## config.mk

```make
export PLATFORM = sky130hd
export DESIGN_NAME = fp_mult_pipe_flat
export DESIGN_NICKNAME = d
export VERILOG_FILES = /design/src/rtl/fp_mult_pipe_if.sv /design/src/rtl/fp_mult_pipe.sv /design/src/flat_wrapper.sv
export SDC_FILE = /design/constraint.sdc
export NUM_CORES = 2
export LEC_CHECK = 0
export ABC_AREA = 1
export BUFFER_PORTS_ARGS = -buffer_cell sky130_fd_sc_hd__buf_2
export CORE_ASPECT_RATIO = 1.75
export CORE_MARGIN = 5
export CORE_UTILIZATION = 40
export DETAILED_ROUTE_END_ITERATION = 10
export SYNTH_ARGS = -nofsm -noshare
export SYNTH_HDL_FRONTEND = slang
export SYNTH_SLANG_ARGS = --single-unit
```

## constraint.sdc

```tcl
create_clock -name clk -period 11.7 [get_ports clk]
set_clock_uncertainty 0.15 [all_clocks]
set_input_delay 0.585 -clock clk [delete_from_list [all_inputs] [get_ports clk]]
set_output_delay 0.585 -clock clk [all_outputs]
set_load 0.02 [all_outputs]
```

## src/rtl/fp_mult_pipe_if.sv

```systemverilog
// fp_mult_pipe_if: operand/result valid-ready bus for fp_mult_pipe
interface fp_mult_pipe_if #(parameter int EXP_W = 8, parameter int MAN_W = 23);
  localparam int W = 1 + EXP_W + MAN_W;
  logic         in_valid;
  logic         in_ready;
  logic [W-1:0] a;
  logic [W-1:0] b;
  logic         out_valid;
  logic         out_ready;
  logic [W-1:0] res;
  logic [4:0]   flags;
  modport master (output in_valid, a, b, out_ready, input in_ready, out_valid, res, flags);
  modport slave  (input in_valid, a, b, out_ready, output in_ready, out_valid, res, flags);
endinterface

```

## src/rtl/fp_mult_pipe.sv

```systemverilog
// fp_mult_pipe: 3-stage RNE floating-point multiplier with valid/ready flow control
module fp_mult_pipe #(
  parameter int EXP_W = 8,
  parameter int MAN_W = 23
) (
  input  logic         clk,
  input  logic         reset,
  fp_mult_pipe_if.slave bus
);
  localparam int W = 1 + EXP_W + MAN_W;
  localparam int P = 2 * MAN_W + 2;
  localparam logic [EXP_W-1:0] EMAX = '1;
  localparam logic signed [EXP_W+1:0] BIAS = (EXP_W+2)'(2 ** (EXP_W - 1) - 1);
  localparam logic [W-1:0] QNAN = {1'b0, EMAX, 1'b1, {(MAN_W-1){1'b0}}};
  logic en;
  logic v1_q, v2_q, v3_q;
  logic [W-1:0] res_q, res_d;
  logic [4:0] flags_q, flags_d;
  logic s1_sign_q, s1_sign_d, s1_spc_q, s1_spc_d;
  logic signed [EXP_W+1:0] s1_exp_q, s1_exp_d;
  logic [MAN_W:0] s1_ma_q, s1_ma_d, s1_mb_q, s1_mb_d;
  logic [W-1:0] s1_spc_res_q, s1_spc_res_d;
  logic [4:0] s1_spc_flg_q, s1_spc_flg_d;
  logic s2_sign_q, s2_spc_q;
  logic signed [EXP_W+1:0] s2_exp_q;
  logic [P-1:0] s2_prod_q, s2_prod_d;
  logic [W-1:0] s2_spc_res_q;
  logic [4:0] s2_spc_flg_q;
  logic [EXP_W-1:0] ea, eb;
  logic [MAN_W-1:0] fa, fb;
  logic a_zero, b_zero, a_inf, b_inf, a_nan, b_nan, a_snan, b_snan, nan_res;
  logic hi, g, st, rnd, uf, of;
  logic [P-2:0] norm;
  logic [MAN_W-1:0] mant;
  logic [MAN_W:0] mant_r;
  logic signed [EXP_W+1:0] exp_n;
  assign en = !(v3_q && !bus.out_ready);
  assign bus.in_ready = en;
  assign bus.out_valid = v3_q;
  assign bus.res = res_q;
  assign bus.flags = flags_q;
  assign {ea, fa} = bus.a[W-2:0];
  assign {eb, fb} = bus.b[W-2:0];
  // subnormal operands classify as zero, so they flush without flags
  assign a_zero = ea == '0;
  assign b_zero = eb == '0;
  assign a_inf = ea == EMAX && fa == '0;
  assign b_inf = eb == EMAX && fb == '0;
  assign a_nan = ea == EMAX && fa != '0;
  assign b_nan = eb == EMAX && fb != '0;
  assign a_snan = a_nan && !fa[MAN_W-1];
  assign b_snan = b_nan && !fb[MAN_W-1];
  assign nan_res = a_nan || b_nan || (a_inf && b_zero) || (b_inf && a_zero);
  always_comb begin
    s1_sign_d = bus.a[W-1] ^ bus.b[W-1];
    s1_exp_d = $signed({2'b00, ea}) + $signed({2'b00, eb}) - BIAS;
    s1_ma_d = {1'b1, fa};
    s1_mb_d = {1'b1, fb};
    s1_spc_d = nan_res || a_inf || b_inf || a_zero || b_zero;
    s1_spc_res_d = nan_res ? QNAN : (a_inf || b_inf) ? {s1_sign_d, EMAX, {MAN_W{1'b0}}} : {s1_sign_d, {(W-1){1'b0}}};
    s1_spc_flg_d = {a_snan || b_snan || (a_inf && b_zero) || (b_inf && a_zero), 4'b0000};
    s2_prod_d = P'(s1_ma_q) * P'(s1_mb_q);
  end
  // product lies in [1,4): shift left once unless the top bit is set
  always_comb begin
    hi = s2_prod_q[P-1];
    norm = hi ? s2_prod_q[P-2:0] : {s2_prod_q[P-3:0], 1'b0};
    mant = norm[P-2:MAN_W+1];
    g = norm[MAN_W];
    st = |norm[MAN_W-1:0];
    rnd = g && (st || mant[0]);
    mant_r = {1'b0, mant} + (MAN_W+1)'(rnd);
    exp_n = s2_exp_q + $signed({{(EXP_W+1){1'b0}}, hi}) + $signed({{(EXP_W+1){1'b0}}, mant_r[MAN_W]});
    uf = exp_n <= 0;
    of = exp_n >= $signed({2'b00, EMAX});
    res_d = s2_spc_q ? s2_spc_res_q : uf ? {s2_sign_q, {(W-1){1'b0}}} : of ? {s2_sign_q, EMAX, {MAN_W{1'b0}}} : {s2_sign_q, exp_n[EXP_W-1:0], mant_r[MAN_W-1:0]};
    flags_d = s2_spc_q ? s2_spc_flg_q : uf ? 5'b00011 : of ? 5'b00101 : {4'b0000, g || st};
  end
  always_ff @(posedge clk or negedge reset)
    if (!reset) begin
      v1_q <= 1'b0;
      v2_q <= 1'b0;
      v3_q <= 1'b0;
      res_q <= '0;
      flags_q <= '0;
    end else if (en) begin
      v1_q <= bus.in_valid;
      v2_q <= v1_q;
      v3_q <= v2_q;
      res_q <= res_d;
      flags_q <= flags_d;
    end
  always_ff @(posedge clk)
    if (en) begin
      s1_sign_q <= s1_sign_d;
      s1_exp_q <= s1_exp_d;
      s1_ma_q <= s1_ma_d;
      s1_mb_q <= s1_mb_d;
      s1_spc_q <= s1_spc_d;
      s1_spc_res_q <= s1_spc_res_d;
      s1_spc_flg_q <= s1_spc_flg_d;
      s2_sign_q <= s1_sign_q;
      s2_exp_q <= s1_exp_q;
      s2_prod_q <= s2_prod_d;
      s2_spc_q <= s1_spc_q;
      s2_spc_res_q <= s1_spc_res_q;
      s2_spc_flg_q <= s1_spc_flg_q;
    end
endmodule

```

## src/flat_wrapper.sv

```systemverilog
// flat-port wrapper written by rule: the top's interface ports become plain ports
module fp_mult_pipe_flat 
#(
  parameter int EXP_W = 8,
  parameter int MAN_W = 23
)
  (clk, reset, bus_in_valid, bus_a, bus_b, bus_out_ready, bus_in_ready, bus_out_valid, bus_res, bus_flags);
  fp_mult_pipe_if #(.EXP_W(EXP_W), .MAN_W(MAN_W)) bus_i ();
  input  logic clk;
  input  logic reset;
  input wire logic [$bits(bus_i.in_valid)-1:0] bus_in_valid;
  input wire logic [$bits(bus_i.a)-1:0] bus_a;
  input wire logic [$bits(bus_i.b)-1:0] bus_b;
  input wire logic [$bits(bus_i.out_ready)-1:0] bus_out_ready;
  output wire logic [$bits(bus_i.in_ready)-1:0] bus_in_ready;
  output wire logic [$bits(bus_i.out_valid)-1:0] bus_out_valid;
  output wire logic [$bits(bus_i.res)-1:0] bus_res;
  output wire logic [$bits(bus_i.flags)-1:0] bus_flags;
  assign bus_i.in_valid = bus_in_valid;
  assign bus_i.a = bus_a;
  assign bus_i.b = bus_b;
  assign bus_i.out_ready = bus_out_ready;
  assign bus_in_ready = bus_i.in_ready;
  assign bus_out_valid = bus_i.out_valid;
  assign bus_res = bus_i.res;
  assign bus_flags = bus_i.flags;
  fp_mult_pipe #(.EXP_W(EXP_W), .MAN_W(MAN_W)) u_core (.clk(clk), .reset(reset), .bus(bus_i));
endmodule
```

**Word-level counts from Yosys, hierarchy flattened**

Cells that the tools add are included.

- Register bits: 224
- Logic and storage cells: 71

- Add/subtract/negate cells: 5
- $mul: 1
- $lt $le $gt $ge: 2
- Equality and inequality tests: 2
- Mux-type cells: 8
- Bitwise logic cells: 1
- Reduce and logical (&&, ||, !) cells: 34

Operators with widths:

| operator | number |
|---|---|
| $mux 31 | 3 |
| $mul 24x24->48 | 1 |
| $mux 47 | 1 |
| $logic_not 23->1 | 2 |
| $reduce_bool 23->1 | 2 |
| $mux 32 | 1 |
| $add 23x1->24 | 1 |
| $reduce_or 23->1 | 1 |
| $add 10x2->10 | 2 |
| $eq 8x8->1 const B | 2 |
| $logic_not 8->1 | 2 |
| $logic_or 1x1->1 | 13 |
| $ge 10x9->1 const B | 1 |
| $le 10x1->1 const B | 1 |
| $logic_and 1x1->1 | 10 |
| $mux 5 | 2 |
| $sub 10x8->10 const B | 1 |
| $add 8x8->9 | 1 |
| $logic_not 1->1 | 4 |
| $mux 3 | 1 |
| $xor 1x1->1 | 1 |

**Depth between registers and ports, before layout**

- Word-level depth: 10
- Depth in mapped cells: 27

**Worst setup path after synthesis**

No wires, ideal clock.

- Kind: flip-flop to flip-flop
- Start point: reg u_core.s1_ma_q[13]
- End point: reg u_core.s2_prod_q[25], data pin
- Setup time: 258 ps
- Arrival: 5760 ps
- Required time: 11292 ps
- Setup slack: 5532 ps
- Cell stages (with the launch flop): 24
- Buffers on the path: 1
- Clock period less this slack: 6168 ps
- Cell sequence: edfxtp_1 clkbuf_1 nand2_1 fa_1 inv_1 fa_1 inv_1 fa_1 inv_1 fa_1 inv_1 fa_1 inv_1 fa_1 inv_1 fa_1 inv_1 ha_1 nand2_1 nor2_1 nand2_1 o21ai_0 a21oi_1 xnor2_1

- Longest elaborated chain between the ends: 1

Ends and longest elaborated chain:

| element | line | source |
|---|---|---|
| start: declaration | fp_mult_pipe.sv:21 | `logic [MAN_W:0] s1_ma_q, s1_ma_d, s1_mb_q, s1_mb_d;` |
| start signal: assignment | fp_mult_pipe.sv:97 | `s1_ma_q <= s1_ma_d;` |
| $mul 24x24->48 | fp_mult_pipe.sv:62 | `s2_prod_d = P'(s1_ma_q) * P'(s1_mb_q);` |
| net u_core.s2_prod_d[25] | fp_mult_pipe.sv:26 | `logic [P-1:0] s2_prod_q, s2_prod_d;` |
| end signal: assignment | fp_mult_pipe.sv:104 | `s2_prod_q <= s2_prod_d;` |
| end: declaration | fp_mult_pipe.sv:26 |  |

The timed path passes the listed nets, and every way through them passes these cells.
A chain may end at the register's enable or synchronous reset.

**Worst setup path after layout**

- Start point: reg u_core.s1_ma_q[16]
- End point: reg u_core.s2_prod_q[34], data pin

The elaborated chain is that of the path after synthesis.

==> flow_metrics.tcl <==
set metrics [dict create \
    cts_tree "done" \
    dieHeight_um 356 \
    crit_top_cell "inv_1" \
    post_cts_buffers 0 \
    wl_um 80300 \
    criticalPathCategory "register to register" \
    regToRegEndpoint "u_core.s2_prod_q[34]$_DFFE_PN_" \
    avgViaCountPerCell 4.89 \
    fin_crit_sh 0.660 \
    place.port_buffers 105 \
    vias 21044 \
    synth_top_area_frac 0.355 \
    antenna_left 0 \
    synthTopCellsByArea "fa_1 (35%), edfxtp_1 (14%), inv_1 (13%)" \
    die_width_um 208 \
    synth_compound_area_frac 0.0423 \
    grt_pass1_vias 23049 \
    reg2regPathDepth 24 \
    critPathArrivalTime_ns 7.85 \
    diodes 0 \
    cts.path.max_buffers 2 \
    cts.reportedPaths.clkPinSlew_ns 0.07 \
    rsz0062_at_grt "no" \
    synth-main-ff-cell "edfxtp_1" \
    yosysMostFrequentCell "inv_1" \
    syn_inst 3335 \
    ys.warnings.count 0 \
    wire_per_inst_um 18.6 \
    crit_fanout 24 \
    finalSetupTns_ns 0 \
    grt_overflow 0 \
    core_um2 67600 \
    synthSimpleGateAreaFrac 0.169 \
    cts_resized 0 \
    fin_nets 4133 \
    regArea_um2 4760 \
    gp_congestion 1.01 \
    yosys-top-cells-count "inv_1 (973), nand2_1 (822), fa_1 (484)" \
    maxCapViolCount 0 \
    antenna_found_initial 1 \
    reg2reg_setup_slack_ns 3.97 \
    synth_xor_area_frac 0.0228 \
    cts_num_sinks 165 \
    cp.required_ns 11.82 \
    drt_iter0_drc 1311 \
    reg2reg_from "u_core.s1_ma_q[16]$_DFFE_PN_" \
    grt_pass1_wl_um 126000 \
    fmaxAchievable_ghz 0.129 \
    critPathMaxStageDelay_ns 1.19 \
    worst_slew_pin_slew_ns 1.27 \
    slew_viol_final 0 \
    start_kind "register" \
    synth_top_family_by_area "adder cells" \
    ys_async_sr_fraction 0.236 \
    syn_to_final_growth_pct 7.73 \
    synth_seq_cells 165 \
    synth_edf_count 126 \
    cp-end-kind "register" \
    hold_viol 0 \
    htree_levels 4 \
    cts-root-buf "clkbuf_16" \
    final_layout_size_suffix_gt1_frac 0.0704 \
    synthAdderAreaFrac 0.440 \
    cts_buffers 17 \
    seq_area_frac_synth 0.174 \
    synthMuxAreaShare 0 \
    dr.pass1.iters 5 \
    drc 0 \
    crit_chain "nand2_1 -> inv_1 -> fa_1 -> fa_1 -> inv_1 -> fa_1 -> inv_1 -> fa_1 -> inv_1 -> fa_1 -> inv_1 -> fa_1 -> inv_1 -> fa_1 -> inv_1 -> ha_1 -> nand2_1 -> nor2_1 -> inv_1 -> o21ai_0 -> o21bai_1 -> nand3_1 -> nand2_1 -> xor2_1" \
    grt_max_degree 82 \
    syn_area_um2 27300 \
    dp_hpwl_um 65000 \
    fin_crit_ns 7.73 \
    slew_headroom 0.153 \
    synthDistinctLibCells 48 \
    syn_nets 4072 \
    setup_viol 0 \
    slowest_stage "edfxtp_1" \
    run_status "finished clean" \
    io_pins 107 \
    clk_latency_ns 0.48 \
    avgSynthCellArea_um2 8.19 \
    initial_core_util 0.404 \
    rows 126 \
    hp-class "input pin to async pin" \
    track_usage 0.221 \
    dieArea_um2 73800 \
    synth_area_leader_cell "fa_1" \
    multi_input_area_um2 18400 \
    nFillCells 6788 \
    hold_buffers 0 \
]
logic make-up after synthesis:
| group | Yosys count |
|---|---|
| and+or+nand+nor | 1133 |
| buffers and inverters | 1089 |
| adders and majority gates | 669 |
| AOI/OAI and AO/OA | 207 |
| DFF | 165 |
| xor gates and xnor gates | 71 |
| other | 1 |
cells in the final DEF, fill, tap and decap left out, types with 11 or more instances in the layout:
master,n
inv_1,972
nand4_1,22
xor2_1,50
dfrtp_1,39
o21ai_1,21
edfxtp_1,126
nor4_1,12
clkbuf_16,17
nor2_1,154
buf_4,44
fa_1,484
nand2_1,822
xnor2_1,21
nand3_1,58
ha_1,185
nor3_1,14
o21ai_0,56
nor2_2,11
a21oi_1,86
nand2_2,15
buf_2,105
flip-flops by register name, summed over array words and instances, names as in the netlist:
name	flops
u_core.s2_spc_res_q	3
u_core.bus.flags	4
u_core.s1_spc_flg_q	1
u_core.v2_q	1
u_core.s2_exp_q	10
u_core.s1_sign_q	1
u_core.s1_spc_q	1
u_core.bus.res	32
u_core.s1_spc_res_q	3
u_core.s2_sign_q	1
u_core.s2_spc_flg_q	1
u_core.s2_prod_q	48
u_core.bus.out_valid	1
u_core.s1_mb_q	23
u_core.v1_q	1
u_core.s1_exp_q	10
u_core.s2_spc_q	1
u_core.s1_ma_q	23
how the worst max path moves through the flow:
stage | start | endpoint | slack (ns) | depth (start not counted)
2_1_floorplan | u_core.s1_ma_q[13]$_DFFE_PN_ | u_core.s2_prod_q[25]$_DFFE_PN_ | 5.53 | 23
3_3_place_gp | u_core.s1_ma_q[16]$_DFFE_PN_ | u_core.s2_prod_q[34]$_DFFE_PN_ | 4.13 | 24
3_5_place_dp | u_core.s1_ma_q[16]$_DFFE_PN_ | u_core.s2_prod_q[34]$_DFFE_PN_ | 4.06 | 24
4_1_cts | u_core.s1_ma_q[16]$_DFFE_PN_ | u_core.s2_prod_q[34]$_DFFE_PN_ | 4.04 | 24
5_1_grt | u_core.s1_ma_q[16]$_DFFE_PN_ | u_core.s2_prod_q[34]$_DFFE_PN_ | 3.79 | 24
6_report | u_core.s1_ma_q[16]$_DFFE_PN_ | u_core.s2_prod_q[34]$_DFFE_PN_ | 3.97 | 24
routing by layer:
layer | GRT usage | part of all wire
met5 | 0 | 0
met4 | 0.0991 | 0.050
met3 | 0.0325 | 0.051
met2 | 0.418 | 0.54
met1 | 0.243 | 0.36
area by class of cell:
class                   count  share of cell area
inverters                 982               0.125
clock buffers              20              0.0152
repair buffers            149              0.0291
multi-input cells        2081               0.626
clock inverters            12             0.00459
well taps                 896              0.0381
flip-flops and latches    165               0.162
stage by stage:
step	hold slack (ns)	util	instance area (µm²)	cells	setup slack, ns
5_1_grt	0.136	0.435	29400	4305	3.79
6_report	0.0839	0.435	29400	4305	3.97
2_1_floorplan	0.139	-	27300	3335	5.53
4_1_cts	0.0910	0.435	29400	4305	4.04
3_3_place_gp	0.250	0.426	28800	4273	4.13
3_5_place_dp	0.255	0.426	28800	4273	4.06
critical path, delay by kind of cell, from the launching register on:
kind,cells,cell delay (ns)
buffers and inverters,8,0.58
DFF,1,1.19
and+or+nand+nor,5,0.68
xor gates and xnor gates,1,0.25
adders and majority gates,8,3.88
AOI/OAI and AO/OA,2,0.78
Power is left out: the tool's default activity adds up to more than one toggle a clock period on the data nets, which glitch-free logic cannot reach.
